**config.mk**
```make
export PLATFORM = sky130hd
export DESIGN_NAME = execute_mc
export DESIGN_NICKNAME = d
export VERILOG_FILES = /design/src/rtl/execute_mc.sv
export SDC_FILE = /design/constraint.sdc
export NUM_CORES = 2
export LEC_CHECK = 0
export CORE_UTILIZATION = 55
export CTS_BUF_LIST = sky130_fd_sc_hd__clkbuf_16
export DETAILED_ROUTE_END_ITERATION = 16
export DONT_BUFFER_PORTS = 1
export PLACE_DENSITY = 0.74
export SLEW_MARGIN = 20
export SYNTH_ARGS = -nofsm -noshare
export SYNTH_HDL_FRONTEND = slang
export SYNTH_SLANG_ARGS = --single-unit
export TNS_END_PERCENT = 10
```
**constraint.sdc**
```tcl
create_clock -name clk -period 4.53 [get_ports clk]
set_input_delay 1.359 -clock clk [delete_from_list [all_inputs] [get_ports clk]]
set_output_delay 1.359 -clock clk [all_outputs]
set_load 0.03 [all_outputs]
```
**src/rtl/execute_mc.sv**
```systemverilog
// Execute stage: single-cycle ALU pass-through plus an iterative RV64M/RV32M
// multiply/divide unit feeding the EX/MA pipeline register.
module execute_mc #(
  parameter int XLEN   = 64,
  parameter int UNROLL = 1,
  parameter int CTL_W  = 8
) (
  input  logic             clk,
  input  logic             rst_n,
  input  logic             clear,
  input  logic             stall,
  input  logic             valid_in,
  input  logic             md_en,
  input  logic [2:0]       md_func,
  input  logic             md_word,
  input  logic [XLEN-1:0]  pc,
  input  logic [4:0]       rd,
  input  logic [XLEN-1:0]  data1,
  input  logic [XLEN-1:0]  data2,
  input  logic [XLEN-1:0]  alu_result,
  input  logic [CTL_W-1:0] ctl_in,
  output logic             busy,
  output logic             valid_out,
  output logic [XLEN-1:0]  pc_out,
  output logic [4:0]       rd_out,
  output logic [XLEN-1:0]  result_out,
  output logic [XLEN-1:0]  data2_out,
  output logic [CTL_W-1:0] ctl_out
);

  localparam int N_FULL = XLEN / UNROLL;
  localparam int N_WORD = 32 / UNROLL;
  localparam int CNT_W  = $clog2(N_FULL) + 1;
  localparam logic [CNT_W-1:0] LAST_FULL = CNT_W'(N_FULL - 1);
  localparam logic [CNT_W-1:0] LAST_WORD = CNT_W'(N_WORD - 1);

  typedef enum logic [1:0] {S_IDLE, S_RUN, S_DONE} state_t;
  state_t state, state_nx;

  function automatic logic [XLEN-1:0] sext32(input logic [31:0] v);
    return XLEN'($signed(v));
  endfunction

  // Issue-time operand decode (magnitudes, signs, short-circuit cases).
  logic            issue_word, a_sgn, b_sgn, a_neg, b_neg, div_zero, div_ovf, issue;
  logic [XLEN-1:0] a_ext, b_ext, a_mag, b_mag, min_neg;

  always_comb begin
    issue_word = (XLEN == 64) && md_word;
    a_sgn      = (md_func != 3'd3) && (md_func != 3'd5) && (md_func != 3'd7);
    b_sgn      = a_sgn && (md_func != 3'd2);
    a_ext      = data1;
    b_ext      = data2;
    if (issue_word) begin
      a_ext = a_sgn ? sext32(data1[31:0]) : XLEN'(data1[31:0]);
      b_ext = b_sgn ? sext32(data2[31:0]) : XLEN'(data2[31:0]);
    end
    a_neg    = a_sgn && a_ext[XLEN-1];
    b_neg    = b_sgn && b_ext[XLEN-1];
    a_mag    = a_neg ? -a_ext : a_ext;
    b_mag    = b_neg ? -b_ext : b_ext;
    min_neg  = issue_word ? sext32(32'h8000_0000) : {1'b1, {(XLEN-1){1'b0}}};
    div_zero = md_func[2] && (b_ext == '0);
    div_ovf  = md_func[2] && a_sgn && (a_ext == min_neg) && (b_ext == '1);
    issue    = (state == S_IDLE) && valid_in && md_en && !clear;
  end

  // Latched operation. Multiply: acc += opa (shifted left) for each set bit
  // of opb (shifted right). Divide: acc is the partial remainder, opa the
  // divisor, opb shifts the dividend out and the quotient in.
  logic [2:0]          func_q;
  logic                word_q, neg_q, neg_r, spec_q;
  logic [2*XLEN-1:0]   acc_q, opa_q, acc_it, opa_it;
  logic [XLEN-1:0]     opb_q, opb_it;
  logic [XLEN:0]       rem;
  logic [CNT_W-1:0]    cnt_q;
  logic [XLEN-1:0]     pc_q, d2_q;
  logic [4:0]          rd_q;
  logic [CTL_W-1:0]    ctl_q;

  always_comb begin
    acc_it = acc_q;
    opa_it = opa_q;
    opb_it = opb_q;
    rem    = '0;
    for (int i = 0; i < UNROLL; i++) begin
      if (func_q[2]) begin
        rem    = {acc_it[XLEN-1:0], opb_it[XLEN-1]};
        opb_it = {opb_it[XLEN-2:0], 1'b0};
        if (rem >= {1'b0, opa_it[XLEN-1:0]}) begin
          rem       = rem - {1'b0, opa_it[XLEN-1:0]};
          opb_it[0] = 1'b1;
        end
        acc_it = {{XLEN{1'b0}}, rem[XLEN-1:0]};
      end else begin
        if (opb_it[0]) acc_it = acc_it + opa_it;
        opa_it = {opa_it[2*XLEN-2:0], 1'b0};
        opb_it = {1'b0, opb_it[XLEN-1:1]};
      end
    end
  end

  // Handshake: busy high means upstream holds the EX inputs; the EX
  // instruction is consumed on any edge where busy is low.
  logic done_iter;
  always_comb begin
    state_nx  = state;
    done_iter = spec_q || (cnt_q == (word_q ? LAST_WORD : LAST_FULL));
    busy      = 1'b0;
    case (state)
      S_IDLE: begin
        busy = valid_in && md_en;
        if (issue) state_nx = S_RUN;
      end
      S_RUN: begin
        busy = 1'b1;
        if (clear)          state_nx = S_IDLE;
        else if (done_iter) state_nx = S_DONE;
      end
      S_DONE: begin
        busy = stall;
        if (clear || !stall) state_nx = S_IDLE;
      end
      default: state_nx = S_IDLE;
    endcase
  end

  always_ff @(posedge clk or negedge rst_n) begin
    if (!rst_n) state <= S_IDLE;
    else        state <= state_nx;
  end

  always_ff @(posedge clk or negedge rst_n) begin
    if (!rst_n) begin
      func_q <= '0; word_q <= 1'b0; neg_q <= 1'b0; neg_r <= 1'b0; spec_q <= 1'b0;
      acc_q  <= '0; opa_q  <= '0;   opb_q <= '0;   cnt_q <= '0;
      pc_q   <= '0; rd_q   <= '0;   d2_q  <= '0;   ctl_q <= '0;
    end else if (issue) begin
      func_q <= md_func;
      word_q <= issue_word;
      pc_q   <= pc;
      rd_q   <= rd;
      d2_q   <= data2;
      ctl_q  <= ctl_in;
      cnt_q  <= '0;
      spec_q <= div_zero || div_ovf;
      neg_q  <= (a_neg ^ b_neg) && !div_zero && !div_ovf;
      neg_r  <= a_neg && !div_zero && !div_ovf;
      acc_q  <= '0;
      opa_q  <= '0;
      if (!md_func[2]) begin
        opa_q <= {{XLEN{1'b0}}, a_mag};
        opb_q <= b_mag;
      end else if (div_zero) begin
        acc_q <= {{XLEN{1'b0}}, a_ext};
        opb_q <= '1;
      end else if (div_ovf) begin
        opb_q <= a_ext;
      end else begin
        opa_q <= {{XLEN{1'b0}}, b_mag};
        opb_q <= issue_word ? (a_mag << (XLEN - 32)) : a_mag;
      end
    end else if (state == S_RUN) begin
      if (!spec_q) begin
        acc_q <= acc_it;
        opa_q <= opa_it;
        opb_q <= opb_it;
      end
      cnt_q <= cnt_q + CNT_W'(1);
    end
  end

  // Sign fix-up and result selection, evaluated while in DONE.
  logic [2*XLEN-1:0] mul_p;
  logic [XLEN-1:0]   raw, m_result;
  always_comb begin
    mul_p = neg_q ? -acc_q : acc_q;
    case (func_q)
      3'd0:       raw = mul_p[XLEN-1:0];
      3'd1, 3'd2,
      3'd3:       raw = mul_p[2*XLEN-1:XLEN];
      3'd4, 3'd5: raw = neg_q ? -opb_q : opb_q;
      default:    raw = neg_r ? -acc_q[XLEN-1:0] : acc_q[XLEN-1:0];
    endcase
    m_result = word_q ? sext32(raw[31:0]) : raw;
  end

  always_ff @(posedge clk or negedge rst_n) begin
    if (!rst_n) begin
      valid_out <= 1'b0; pc_out <= '0; rd_out <= '0;
      result_out <= '0; data2_out <= '0; ctl_out <= '0;
    end else if (clear) begin
      valid_out <= 1'b0; pc_out <= '0; rd_out <= '0;
      result_out <= '0; data2_out <= '0; ctl_out <= '0;
    end else if (stall) begin
      valid_out <= valid_out;
    end else if ((state == S_IDLE) && valid_in && !md_en) begin
      valid_out <= 1'b1; pc_out <= pc; rd_out <= rd;
      result_out <= alu_result; data2_out <= data2; ctl_out <= ctl_in;
    end else if (state == S_DONE) begin
      valid_out <= 1'b1; pc_out <= pc_q; rd_out <= rd_q;
      result_out <= m_result; data2_out <= d2_q; ctl_out <= ctl_q;
    end else begin
      valid_out <= 1'b0; pc_out <= '0; rd_out <= '0;
      result_out <= '0; data2_out <= '0; ctl_out <= '0;
    end
  end

endmodule

```
======== Word level (Yosys, flattened, before mapping) ========
Cells that the tools add are included.
storage, ports and cells
  memories ................................ 0
  memory bits (read-only) ................. 0
  output and inout port bits .............. 207
  word-level logic and storage cells ...... 156
  bits in latches ......................... 0
  bits of input ports ..................... 279
  memory bits (writable) .................. 0
  register bits ........................... 683
cells by class
  mux-type cells .......................... 69
  bitwise operators ....................... 1
  order comparisons ....................... 1
  multipliers ............................. 0
  eq/ne operators ......................... 20
  shifts and indexed selects .............. 0
  reduce and logical (&&, ||, !) cells .... 37
  divide/modulo/power cells ............... 0
  add/sub/neg operators ................... 8
operators by type and width
  cell                                                             count
  64-bit 2-to-1 mux                                                35
  128-bit 2-to-1 mux                                               10
  64-bit negation                                                  4
  64-bit one-hot mux with 3 select lines                           1
  128-bit adder                                                    1
  128-bit negation                                                 1
  65-bit by 64-bit greater-or-equal comparator with 1-bit output   1
  64-bit == test                                                   1
  64-bit == test, second input constant                            1
  64-bit logical NOT                                               1
  64-bit subtractor                                                1
  63-bit 2-to-1 mux                                                1
  8-bit 2-to-1 mux                                                 4
  5-bit 2-to-1 mux                                                 4
  1-bit logical AND                                                18
  7-bit 2-to-1 mux                                                 2
  2-bit inequality test, second input constant                     5
  3-bit inequality test, second input constant                     3
  3-bit AND reduction                                              3
  2-bit 2-to-1 mux                                                 4
  7-bit by 1-bit adder with 7-bit output, second input constant    1
  7-bit by 6-bit == test with 1-bit output                         1
  3-bit by 2-bit == test with 1-bit output, second input constant  2
  3-bit == test, second input constant                             2
  18 further kinds                                                 29

======== Longest topological paths before layout ========
  depth after elaboration ................. 12
  depth in mapped cells ................... 16
  depth with buffers taken out ............ 15

======== Worst setup path before layout ========
Ideal clock, no wire load.
  path type ............................... in2reg
  start ................................... input port data1[10]
  end ..................................... register opa_q[17]
  path buffers ............................ 3
  stages on the path ...................... 12
  data arrival time ....................... 4490 ps
  required time ........................... 4393 ps
  setup time .............................. 137 ps
  path slack .............................. -97 ps
  cell sequence ........................... or4_1 > or3_1 > nor4_1 > nand2_1 > or3_1 > or4_1 > clkbuf_1 > and3_1 > buf_2 > buf_2 > a222oi_1 > a21oi_1
on the way
  cells in the longest elaborated chain, start to end .. 9
  elaborated cells between the ends (all ways) .. 11
  those cells by class .................... add/sub (1); eq/ne (1); mux (7); reduce/logical (2)
RTL lines
  element                                                                  RTL line  RTL
  start: declaration                                                       18        input logic [XLEN-1:0] data1,
  64-bit 2-to-1 mux                                                        55        a_ext = a_sgn ? sext32(data1[31:0]) : XLEN'(data1[31:0]);
  64-bit 2-to-1 mux *                                                      54        if (issue_word) begin
  parallel branches: the longest is 5 deep, another holds 64-bit negation  n/a
  64-bit 2-to-1 mux *                                                      151       if (!md_func[2]) begin
  128-bit 2-to-1 mux *                                                     138       end else if (issue) begin
  end signal: assignment                                                   152       opa_q <= {{XLEN{1'b0}}, a_mag};
  end signal: assignment                                                   160       opa_q <= {{XLEN{1'b0}}, b_mag};
  end signal: assignment                                                   166       opa_q <= opa_it;
  end: declaration                                                         73        logic [2*XLEN-1:0] acc_q, opa_q, acc_it, opa_it;
Mark *: on every way between the ends.
A chain may end at the register's enable or synchronous reset.

======== Worst setup path after layout ========
  start ................................... register acc_q[0]
  end ..................................... register acc_q[121]
on the way
  cells in the longest elaborated chain, start to end .. 6
RTL lines
  element                   RTL line  RTL
  start: declaration        73
  start signal: assignment  155       acc_q <= {{XLEN{1'b0}}, a_ext};
  start signal: assignment  165       acc_q <= acc_it;
  128-bit adder             96        if (opb_it[0]) acc_it = acc_it + opa_it;
  128-bit 2-to-1 mux        96
  128-bit 2-to-1 mux        87        if (func_q[2]) begin
  128-bit 2-to-1 mux        164       if (!spec_q) begin
  128-bit 2-to-1 mux        163       end else if (state == S_RUN) begin
  128-bit 2-to-1 mux        138
No other way between the ends. The select of a mux whose other input is x is not followed.

==> impl_metrics.json <==
{
  "ys_ff_latch": 683,
  "fin_setup_tns_ps": 0,
  "drive_gt1_frac": 0.109,
  "synth-edff-count": 0,
  "finalSetupViolations": 0,
  "htreeDepth": 3,
  "fin_util": 0.626,
  "grt_pass1_vias": 57200,
  "die_h_um": 318,
  "tightest_slew_ps": 1270,
  "fmax_ghz": 0.222,
  "ys_warn_count": 0,
  "placement_rows": 115,
  "grt_start_max_net_pins": 684,
  "nFillCells": 8570,
  "cap_viol_max_count": 0,
  "total_switching_power_w": 0.0270,
  "cp-startpoint": "acc_q[0]",
  "grt-ovfl-total": 0,
  "coreArea_um2": 98700,
  "postSynthAreaPerCell_um2": 7.63,
  "r2r_start": "acc_q[0]",
  "synthDistinctLibCells": 93,
  "period_needed_ps": 4500,
  "die_w_um": 318,
  "clock_latency_ps": 730,
  "fin_nets": 7742,
  "yosys_most_used_dff": "dfrtp_1",
  "cts_hold_buf": 0,
  "routedWlPerCell_um": 32.1,
  "rrSetupSlack_ps": 30,
  "reg2regPathDepth": 17,
  "drt-pass1-iter-count": 13,
  "cp_top_family": "compound AO/OA/AOI/OAI gates",
  "drc": 0,
  "cts_buffer_depth": 3,
  "endpoint": "acc_q[121]",
  "cp.depth": 17,
  "vias": 62500,
  "path_common_cell": "buf_4",
  "fin_crit_sh": 0.993,
  "crit_type": "reg -> reg",
  "ant_nets": 0,
  "grt_usage": 0.530,
  "root_buffer": "clkbuf_16",
  "fin_skew_ps": 63.1,
  "place_congestion": 1.16,
  "vias_per_cell": 7.24,
  "synthesis.nets": 7672,
  "place_hpwl_um": 211000,
  "wirelength_um": 278000,
  "initial_utilization": 0.556,
  "ir_drop_mv": 0.533,
  "io_buffers": 0,
  "grt_first_pass_wirelength_um": 396000,
  "synthCells": 7194,
  "synth_seq_area_share": 0.311,
  "leakage_nw": 26.8,
  "relSlewSlack": 0.153,
  "outcome": "finished, final reports clean",
  "arrival_ps": 5070,
  "power.share.clock": 0.131,
  "antenna_found_initial": 25,
  "area_growth_syn_to_layout_pct": 12.6,
  "crit_required_ps": 5110,
  "clock-sinks": 683,
  "rsz0062_at_grt": "no",
  "seqPwrFrac": 0.213,
  "drt_iter0_drc": 10700,
  "startpoint_type": "flop",
  "p_per_area_nw_per_um2": 815,
  "p_int_w": 0.0233,
  "cp_slowest_cell": "dfrtp_1",
  "path_cells": "ha_1 > buf_4 > a211oi_1 > o21ai_1 > a31oi_2 > a211oi_1 > buf_4 > nor3_1 > buf_4 > o31ai_1 > buf_4 > a31oi_1 > o21ai_0 > buf_4 > a21boi_0 > mux2i_1 > nand3_1",
  "syn-cell-area_um2": 54900,
  "max_stage_delay_ps": 510,
  "cts_buffers": 79,
  "die_area_um2": 101000,
  "worst-path-buf-inv": 5,
  "p_comb_frac": 0.656,
  "cts_setup_buffers": 0,
  "maxSlewViolCount": 0,
  "hold_viol": 0,
  "switching_share": 0.537,
  "num_io_pins": 486,
  "end_kind": "flop",
  "cts_tree": "built",
  "path_max_fanout": 7,
  "hold_path.class": "in -> async",
  "reg2reg_to": "acc_q[121]",
  "clk_pin_slew_worst_paths_ps": 60,
  "synthArstFlopShare": 1.00
}
[worst reg2reg max path, stage by stage (launching register included)]
cell      delay [ps]
dfrtp_1          510
ha_1             310
buf_4            150
a211oi_1         360
o21ai_1          260
a31oi_2          300
a211oi_1         110
buf_4            190
nor3_1           270
buf_4            220
o31ai_1          120
buf_4            190
a31oi_1          330
o21ai_0          170
buf_4            190
a21boi_0         370
mux2i_1          250
nand3_1           80
[final cells by class]
class | count | area (um2) | area share
Sequential cell | 683 | 17100 | 0.277
Multi-Input combinational cell | 5784 | 35300 | 0.572
Tap cell | 1287 | 1610 | 0.0260
Inverter | 162 | 608 | 0.00984
Timing Repair Buffer | 554 | 4500 | 0.0728
Clock buffer | 80 | 2000 | 0.0324
Antenna cell | 25 | 62.6 | 0.00101
Clock inverter | 63 | 603 | 0.00975
[placed cells by master (no fill, tap or decap), drive strengths merged, types with 34 or more instances in the layout]
cell / Yosys / layout
nand2: 1012 / 1012
nor2: 687 / 687
dfrtp: 683 / 683
a21oi: 679 / 679
o21ai: 658 / 658
buf: 52 / 554
xor2: 262 / 262
xnor2: 244 / 244
a22oi: 205 / 205
ha: 197 / 197
inv: 162 / 183
nor3: 144 / 144
a31oi: 114 / 114
nand4: 113 / 113
mux2i: 111 / 111
a21o: 105 / 105
nand3: 99 / 99
o31ai: 85 / 85
clkbuf: 513 / 80
or3: 71 / 71
a22o: 70 / 70
a211oi: 65 / 65
o22ai: 63 / 63
o211ai: 61 / 61
a221oi: 57 / 57
or4: 57 / 57
nor4: 55 / 55
o21bai: 46 / 46
o21a: 45 / 45
o221ai: 40 / 40
o41ai: 38 / 38
and3: 36 / 36
nor2b: 36 / 36
clkinv: 0 / 34
[stage by stage]
step / area [um2] / cells / hold WS [ps] / setup WS, ps / total power (W)
CTS: 61600 / 8609 / 346 / 78.8 / 0.0479
floorplan: 55000 / 7194 / 445 / -8.74 / 0.0284
finish: 61800 / 8638 / 339 / 30.6 / 0.0504
global route: 61800 / 8614 / 334 / 2.94 / 0.0518
detailed placement: 59000 / 8466 / 462 / -350 / 0.0412
global placement: 59000 / 8466 / 457 / -239 / 0.0410
[registers in the layout, indices dropped and copies added (netlist names), 5 cells and up]
name	cells
opb_q	64
ctl_q	8
acc_q	128
pc_out	64
data2_out	64
ctl_out	8
rd_out	5
opa_q	128
pc_q	64
result_out	64
cnt_q	7
rd_q	5
d2_q	64
[power by group through the flow]
stage / combinational (W) / clock (W) / sequential, W
after floorplan: 0.0191 / 0 / 0.00929
after CTS: 0.0309 / 0.00654 / 0.0105
after detailed placement: 0.0307 / 0 / 0.0105
final: 0.0331 / 0.00658 / 0.0107
after global placement: 0.0305 / 0 / 0.0105
after global routing: 0.0343 / 0.00677 / 0.0107
[metal layers]
layer | track usage | share of wire | vias up
met3 | 0.201 | 0.15 | 1324
met4 | 0.407 | 0.096 | 16
li1 | - | - | 26300
met1 | 0.654 | 0.36 | 29600
met5 | 0 | 0.00048 | -
met2 | 0.743 | 0.40 | 5307
[repair_timing]
action	CTS	global route
gates cloned	0	0
gates resized for setup	2	12
endpoints found under the setup margin	3	14
[cell usage after synthesis, drive strengths merged (45+ instances only)]
cell	number	area, um2
or4	57	439
nor2	687	2580
inv	162	608
mux2i	111	1110
nand2	1012	3800
ha	197	2460
o21a	45	338
o21ai	658	3290
a22oi	205	1540
a21oi	679	3400
o22ai	63	394
nand3	99	500
o31ai	85	657
nor4	55	408
or3	71	449
xnor2	244	2140
buf	52	209
o211ai	61	458
dfrtp	683	17100
a211oi	65	488
clkbuf	513	1930
nand4	113	722
a31oi	114	713
nor3	144	721
a22o	70	613
o21bai	46	345
a21o	105	788
a221oi	57	499
xor2	262	2290
[logic make-up after synthesis]
group | after synthesis | share of synthesized area
flip-flops | 683 | 0.311
adder cells (fa/ha/maj) | 199 | 0.0456
buffers and inverters | 727 | 0.0499
XOR/XNOR | 506 | 0.0807
AO/OA/AOI/OAI | 2498 | 0.286
multiplexers | 134 | 0.0249
AND/OR/NAND/NOR | 2447 | 0.201
[how the worst min path moves through the flow]
stage | slack, ps | depth (start not counted) | endpoint
finish | 340 | 0 | acc_q[14]
global route | 330 | 0 | acc_q[14]
detailed placement | 460 | 2 | d2_q[14]
CTS | 350 | 0 | acc_q[14]
floorplan | 440 | 2 | d2_q[10]
global placement | 460 | 2 | d2_q[25]
No activity file was read; power rests on OpenSTA's default activity.
